--- src/rtl/red_pitaya_daisy_link_ctrl.sv ---
// rtl/red_pitaya_daisy_link_ctrl.sv - daisy-chain link bring-up sequencer
module red_pitaya_daisy_link_ctrl #(
    parameter int unsigned SETTLE_CYC = 64,
    parameter int unsigned TRAIN_TO   = 100000,
    parameter int unsigned CLR_CYC    = 16,
    parameter int unsigned TEST_LEN   = 4096,
    parameter int unsigned TEST_TO    = 1000000,
    parameter int unsigned ERR_THR    = 0,
    parameter int unsigned MAX_RETRY  = 3
) (
    input  logic        sys_clk_i,
    input  logic        sys_rstn_i,
    input  logic        start_i,
    input  logic        abort_i,
    input  logic        rx_trained_i,
    input  logic [31:0] tst_err_cnt_i,
    input  logic [31:0] tst_dat_cnt_i,
    output logic        tx_en_o,
    output logic        rx_en_o,
    output logic [2:0]  tx_sel_o,
    output logic        rx_train_o,
    output logic        tst_clr_o,
    output logic        link_up_o,
    output logic        busy_o,
    output logic        fail_o,
    output logic [1:0]  retry_cnt_o,
    output logic [2:0]  state_o
);

    typedef enum logic [2:0] {
        S_IDLE   = 3'd0,
        S_ENABLE = 3'd1,
        S_TRAIN  = 3'd2,
        S_CLEAR  = 3'd3,
        S_TEST   = 3'd4,
        S_UP     = 3'd5,
        S_FAIL   = 3'd6
    } state_t;

    // Terminal timer values: a state of length N exits when the timer reads N-1.
    localparam logic [31:0] SETTLE_LAST = 32'(SETTLE_CYC - 1);
    localparam logic [31:0] TRAIN_LAST  = 32'(TRAIN_TO - 1);
    localparam logic [31:0] CLR_LAST    = 32'(CLR_CYC - 1);
    localparam logic [31:0] TEST_LAST   = 32'(TEST_TO - 1);
    localparam logic [31:0] TEST_LEN_L  = 32'(TEST_LEN);
    localparam logic [31:0] ERR_THR_L   = 32'(ERR_THR);
    localparam logic [1:0]  MAX_RETRY_L = 2'(MAX_RETRY);

    state_t      state_q, state_d;
    logic [31:0] timer_q, timer_d;
    logic [1:0]  retry_q, retry_d;
    logic        trn_meta_q, trn_s_q;
    logic [31:0] dat_s1_q, dat_s2_q, err_s1_q, err_s2_q;
    logic        retry_go;
    logic        cnt_stable;
    logic        verdict;

    logic        tx_en_d, rx_en_d, rx_train_d, tst_clr_d, link_up_d, busy_d, fail_d;
    logic [2:0]  tx_sel_d;
    logic        tx_en_q, rx_en_q, rx_train_q, tst_clr_q, link_up_q, busy_q, fail_q;
    logic [2:0]  tx_sel_q;

    // Bring the RX-domain trained flag into sys_clk through two flops.
    always_ff @(posedge sys_clk_i or negedge sys_rstn_i) begin
        if (!sys_rstn_i) begin
            trn_meta_q <= 1'b0;
            trn_s_q    <= 1'b0;
        end else begin
            trn_meta_q <= rx_trained_i;
            trn_s_q    <= trn_meta_q;
        end
    end

    // Keep two consecutive samples of each count; a value is trusted only when both agree.
    always_ff @(posedge sys_clk_i or negedge sys_rstn_i) begin
        if (!sys_rstn_i) begin
            dat_s1_q <= '0;
            dat_s2_q <= '0;
            err_s1_q <= '0;
            err_s2_q <= '0;
        end else begin
            dat_s1_q <= tst_dat_cnt_i;
            dat_s2_q <= dat_s1_q;
            err_s1_q <= tst_err_cnt_i;
            err_s2_q <= err_s1_q;
        end
    end

    assign cnt_stable = (dat_s1_q == dat_s2_q) && (err_s1_q == err_s2_q);
    assign verdict    = cnt_stable && (dat_s1_q >= TEST_LEN_L);

    // Next-state and retry bookkeeping; abort overrides everything at the end.
    always_comb begin
        state_d  = state_q;
        retry_d  = retry_q;
        retry_go = 1'b0;
        unique case (state_q)
            S_IDLE: begin
                if (start_i) begin
                    state_d = S_ENABLE;
                    retry_d = 2'd0;
                end
            end
            S_ENABLE: begin
                if (timer_q == SETTLE_LAST) state_d = S_TRAIN;
            end
            S_TRAIN: begin
                if (trn_s_q) state_d = S_CLEAR;
                else if (timer_q == TRAIN_LAST) retry_go = 1'b1;
            end
            S_CLEAR: begin
                if (timer_q == CLR_LAST) state_d = S_TEST;
            end
            S_TEST: begin
                if (verdict) begin
                    if (err_s1_q <= ERR_THR_L) state_d = S_UP;
                    else retry_go = 1'b1;
                end else if ((timer_q == TEST_LAST) || !trn_s_q) begin
                    retry_go = 1'b1;
                end
            end
            S_UP: begin
                if (!trn_s_q) begin
                    state_d = S_ENABLE;
                    retry_d = 2'd0;
                end
            end
            S_FAIL: begin
                if (start_i) begin
                    state_d = S_ENABLE;
                    retry_d = 2'd0;
                end
            end
            default: state_d = S_IDLE;
        endcase
        if (retry_go) begin
            if (retry_q == MAX_RETRY_L) begin
                state_d = S_FAIL;
            end else begin
                state_d = S_ENABLE;
                retry_d = retry_q + 2'd1;
            end
        end
        if (abort_i) begin
            state_d = S_IDLE;
            retry_d = 2'd0;
        end
    end

    // Timer restarts on each state entry and saturates while a timed state runs.
    always_comb begin
        timer_d = timer_q;
        if (state_d != state_q) begin
            timer_d = '0;
        end else if ((state_q == S_ENABLE || state_q == S_TRAIN ||
                      state_q == S_CLEAR  || state_q == S_TEST) && (timer_q != '1)) begin
            timer_d = timer_q + 32'd1;
        end
    end

    // Output decode from the next state so outputs move with state_o.
    always_comb begin
        tx_en_d    = 1'b0;
        rx_en_d    = 1'b0;
        tx_sel_d   = 3'd0;
        rx_train_d = 1'b0;
        tst_clr_d  = 1'b0;
        link_up_d  = 1'b0;
        busy_d     = 1'b0;
        fail_d     = 1'b0;
        unique case (state_d)
            S_ENABLE: begin
                tx_en_d = 1'b1; rx_en_d = 1'b1; tx_sel_d = 3'd3; busy_d = 1'b1;
            end
            S_TRAIN: begin
                tx_en_d = 1'b1; rx_en_d = 1'b1; tx_sel_d = 3'd3; rx_train_d = 1'b1; busy_d = 1'b1;
            end
            S_CLEAR: begin
                tx_en_d = 1'b1; rx_en_d = 1'b1; tx_sel_d = 3'd5; tst_clr_d = 1'b1; busy_d = 1'b1;
            end
            S_TEST: begin
                tx_en_d = 1'b1; rx_en_d = 1'b1; tx_sel_d = 3'd5; busy_d = 1'b1;
            end
            S_UP: begin
                tx_en_d = 1'b1; rx_en_d = 1'b1; tx_sel_d = 3'd1; link_up_d = 1'b1;
            end
            S_FAIL: begin
                fail_d = 1'b1;
            end
            default: ;
        endcase
    end

    // State, timer, retry counter and registered outputs.
    always_ff @(posedge sys_clk_i or negedge sys_rstn_i) begin
        if (!sys_rstn_i) begin
            state_q    <= S_IDLE;
            timer_q    <= '0;
            retry_q    <= 2'd0;
            tx_en_q    <= 1'b0;
            rx_en_q    <= 1'b0;
            tx_sel_q   <= 3'd0;
            rx_train_q <= 1'b0;
            tst_clr_q  <= 1'b0;
            link_up_q  <= 1'b0;
            busy_q     <= 1'b0;
            fail_q     <= 1'b0;
        end else begin
            state_q    <= state_d;
            timer_q    <= timer_d;
            retry_q    <= retry_d;
            tx_en_q    <= tx_en_d;
            rx_en_q    <= rx_en_d;
            tx_sel_q   <= tx_sel_d;
            rx_train_q <= rx_train_d;
            tst_clr_q  <= tst_clr_d;
            link_up_q  <= link_up_d;
            busy_q     <= busy_d;
            fail_q     <= fail_d;
        end
    end

    assign tx_en_o     = tx_en_q;
    assign rx_en_o     = rx_en_q;
    assign tx_sel_o    = tx_sel_q;
    assign rx_train_o  = rx_train_q;
    assign tst_clr_o   = tst_clr_q;
    assign link_up_o   = link_up_q;
    assign busy_o      = busy_q;
    assign fail_o      = fail_q;
    assign retry_cnt_o = retry_q;
    assign state_o     = state_q;

endmodule

--- config.mk ---
export PLATFORM = sky130hd
export DESIGN_NAME = red_pitaya_daisy_link_ctrl
export DESIGN_NICKNAME = d
export VERILOG_FILES = /design/src/rtl/red_pitaya_daisy_link_ctrl.sv
export SDC_FILE = /design/constraint.sdc
export NUM_CORES = 1
export LEC_CHECK = 0
export BUFFER_PORTS_ARGS = -buffer_cell sky130_fd_sc_hd__buf_4
export CELL_PAD_IN_SITES_DETAIL_PLACEMENT = 1
export CELL_PAD_IN_SITES_GLOBAL_PLACEMENT = 2
export CORE_MARGIN = 2
export CORE_UTILIZATION = 30
export DETAILED_ROUTE_END_ITERATION = 10
export PLACE_DENSITY = 0.74
export SLEW_MARGIN = 20
export SYNTH_ARGS = -nofsm -noshare
export SYNTH_HDL_FRONTEND = slang
export SYNTH_SLANG_ARGS = --single-unit
--- constraint.sdc ---
create_clock -name sys_clk_i -period 6.2 [get_ports sys_clk_i]
set_input_delay 0 -clock sys_clk_i [delete_from_list [all_inputs] [get_ports sys_clk_i]]
set_output_delay 0 -clock sys_clk_i [all_outputs]
set_load 0.005 [all_outputs]
==> impl_metrics.tcl <==
set metrics [dict create \
    synth_ff_type "dfrtp_1" \
    start_util_pct 30.52 \
    final-seq-area_um2 4404 \
    min_period_over_period_pct 60.50 \
    crit_start "dat_s1_q[23]$_DFF_PN0_" \
    gp_congestion 0.8117 \
    diodes 0 \
    cts_tree "done" \
    dp.cells 940 \
    drv_cap 0 \
    drc 0 \
    cp-start-kind "flop" \
    ctsHoldBuffers 67 \
    cts_inserted_buffers 17 \
    synth_fp_nets 623 \
    synth-edff-count 0 \
    rows 56 \
    gr-total-overflow 0 \
    wl_um 18740 \
    synth_top_area_share_pct 61.66 \
    rrSetupSlack_ps 2450 \
    worstMarginPinSlew_ps 937.1 \
    status "complete, no violations" \
    r2r_start "dat_s1_q[23]$_DFF_PN0_" \
    final_cell_area_um2 9358 \
    grt_max_degree 105 \
    max_freq_mhz 266.6 \
    fillers 2525 \
    drt_first_iter_violations 211 \
    cp.arrival_ps 4030 \
    ant_nets 0 \
    end_kind "flop" \
    r2r-end "timer_q[0]$_DFFE_PN0P_" \
    wl_per_cell_um 18.04 \
    fin_nets 778 \
    drv_slew 0 \
    h-tree-depth 4 \
    avgSynthCellArea_um2 12.94 \
    leakage_nw 3.872 \
    core_um2 23400 \
    utilization_pct 39.99 \
    drt-pass1-iter-count 4 \
    grt_pass1_vias 5442 \
    setup_tns_ps 0 \
    die_area_um2 25060 \
    r2r_cells 9 \
    slew_headroom_pct 37.53 \
    clock_sinks 176 \
    post_cts_buffers 0 \
    whs_ps 125.7 \
    crit_type "reg2reg" \
    yosys.area.top_type "dfrtp_1" \
    multi_input_area_um2 2575 \
    clkTransAtPathRegs_ps 70 \
    path_max_fanout 32 \
    skew_ps 18.12 \
    dpl_cell_area_um2 8100 \
    syn-cell-area_um2 7143 \
    port_buffers 83 \
    vias 4916 \
    cts_root_buffer "clkbuf_16" \
    syn2layout_area_growth_pct 31.00 \
    cp.required_ps 6480 \
    hold_violations 0 \
    instances_no_fill 1039 \
    drive_above_1_share_pct 23.19 \
    fin_crit_ps 3751 \
    grt_setup_unrepaired "false" \
    irDropWorstVdd_mv 0.1286 \
    die_h_um 158.3 \
    setup_viol 0 \
    hp-class "in2reg" \
    pin_count 84 \
    synthArstFlopShare_pct 100.0 \
    via_per_inst 4.731 \
    dp_hpwl_um 12280 \
    clock_path_buffers 2 \
    synthTopCellsByArea "dfrtp_1, xor2_1, nor4_2, xnor2_1, nor4_1" \
    grt_pass1_wl_um 30390 \
    ys.warnings.count 0 \
    worstSetupEndpoint "timer_q[0]$_DFFE_PN0P_" \
    syn_inst 552 \
    p_per_area_nw_per_um2 265.7 \
    insertion_delay_ps 440 \
    grtUsageTotal_pct 16.03 \
    die_w_um 158.3 \
    cts_resized 0 \
    synth.distinct_cells 54 \
    synth.ff_latch_count 176 \
    antenna_found_initial 0 \
    seq_area_frac_synth_pct 61.66 \
]
state kept, by name, indices dropped and copies added, names as in the netlist:
signal       flops
dat_s1_q        32
dat_s2_q        32
err_s1_q        32
err_s2_q        32
timer_q         32
state_o          3
tx_sel_o         3
retry_cnt_o      2
busy_o           1
fail_o           1
link_up_o        1
rx_en_o          1
rx_train_o       1
trn_meta_q       1
trn_s_q          1
tst_clr_o        1
synth_stat cells, drive strengths merged, types with 2 or more instances:
cell / count
a211oi: 3
a21o: 2
a21oi: 13
a311oi: 3
a31oi: 3
and3: 4
and4: 3
buf: 14
clkbuf: 5
dfrtp: 176
ha: 2
inv: 17
mux2i: 3
nand2: 21
nand2b: 4
nand3: 10
nand4: 21
nor2: 28
nor2b: 3
nor3: 14
nor3b: 2
nor4: 70
o21ai: 9
o22ai: 2
o32ai: 2
or2: 2
or3: 4
or4: 6
xnor2: 32
xor2: 66
worst max-delay path, cell delays in order (launching register included):
cell      delay (ps)
dfrtp_1          410
nor4_1           710
and3_1           270
a311oi_1         140
and3_1           280
a31oi_2          580
mux2i_1          220
a311oi_4         290
buf_4            490
nor4_1           160
layer usage:
| metal | vias up | GRT usage, % | share of wire (%) |
|---|---|---|---|
| li1 | 2267 | - | - |
| met1 | 2550 | 20.54 | 44 |
| met2 | 84 | 27.70 | 51 |
| met3 | 15 | 3.185 | 3.8 |
| met4 | 0 | 4.376 | 1.3 |
| met5 | - | 0 | 0 |
report_power, final:
| part | total (mW) | switching, mW | internal (mW) |
|---|---|---|---|
| Sequential | 1.24 | 0.0395 | 1.20 |
| Combinational | 0.181 | 0.0899 | 0.0915 |
| Clock | 1.07 | 0.489 | 0.581 |
final cells by class:
type                       count  share of cell area (%)
sequential                   176                   47.07
multi-input combinational    340                   27.52
timing repair buffer         155                   14.27
clock buffer                  19                   4.733
tap                          319                   4.265
clock inverter                13                   1.471
inverter                      17                  0.6819
how the worst min path moves through the flow:
| stage | start | endpoint | slack [ps] | cells past startpoint |
|---|---|---|---|---|
| after floorplan | sys_rstn_i | busy_o$_DFF_PN0_ | -300 | 0 |
| final | start_i | link_up_o$_DFF_PN0_ | 130 | 5 |
| after detailed placement | tst_dat_cnt_i[20] | dat_s1_q[20]$_DFF_PN0_ | 110 | 1 |
| after global routing | start_i | link_up_o$_DFF_PN0_ | 150 | 5 |
| after global placement | tst_dat_cnt_i[8] | dat_s1_q[8]$_DFF_PN0_ | 110 | 1 |
| after CTS | start_i | link_up_o$_DFF_PN0_ | 110 | 5 |
cells by family (layout without fill, tap and decap cells):
| group | count (synthesis) | after routing | share of synthesized area (%) |
|---|---|---|---|
| AOI/OAI and AO/OA | 42 | 42 | 4.309 |
| xor gates and xnor gates | 98 | 98 | 12.02 |
| adders and majority gates | 2 | 2 | 0.3503 |
| buffers and inverters | 36 | 204 | 2.697 |
| DFF | 176 | 176 | 61.66 |
| muxes | 3 | 3 | 0.4204 |
| and+or+nand+nor | 195 | 195 | 18.55 |
metrics by stage:
stage               power [mW]  worst slack, ps
global route             2.583             2312
finish                   2.487             2449
CTS                      2.508             2223
detailed placement       1.404             2289
floorplan                1.311             3741
global placement         1.396             2467
cells in the final DEF (no fill, tap or decap), types with 3 or more instances in the layout:
cell and n:
dfrtp_1 176, buf_4 87, dlygate4sd3_1 67, xor2_1 66, nor4_1 38, xnor2_1 32
nor4_2 31, nor2_1 28, nand2_1 21, nand4_1 19, clkbuf_16 17, inv_1 16
nor3_1 13, a21oi_1 11, nand3_1 10, o21ai_0 8, inv_6 5, or3_1 4
and3_1 4, nand2b_1 4, or4_1 4, inv_8 4, mux2i_1 3, nor2b_1 3
and4_1 3
(Power assumes the default switching activity.)
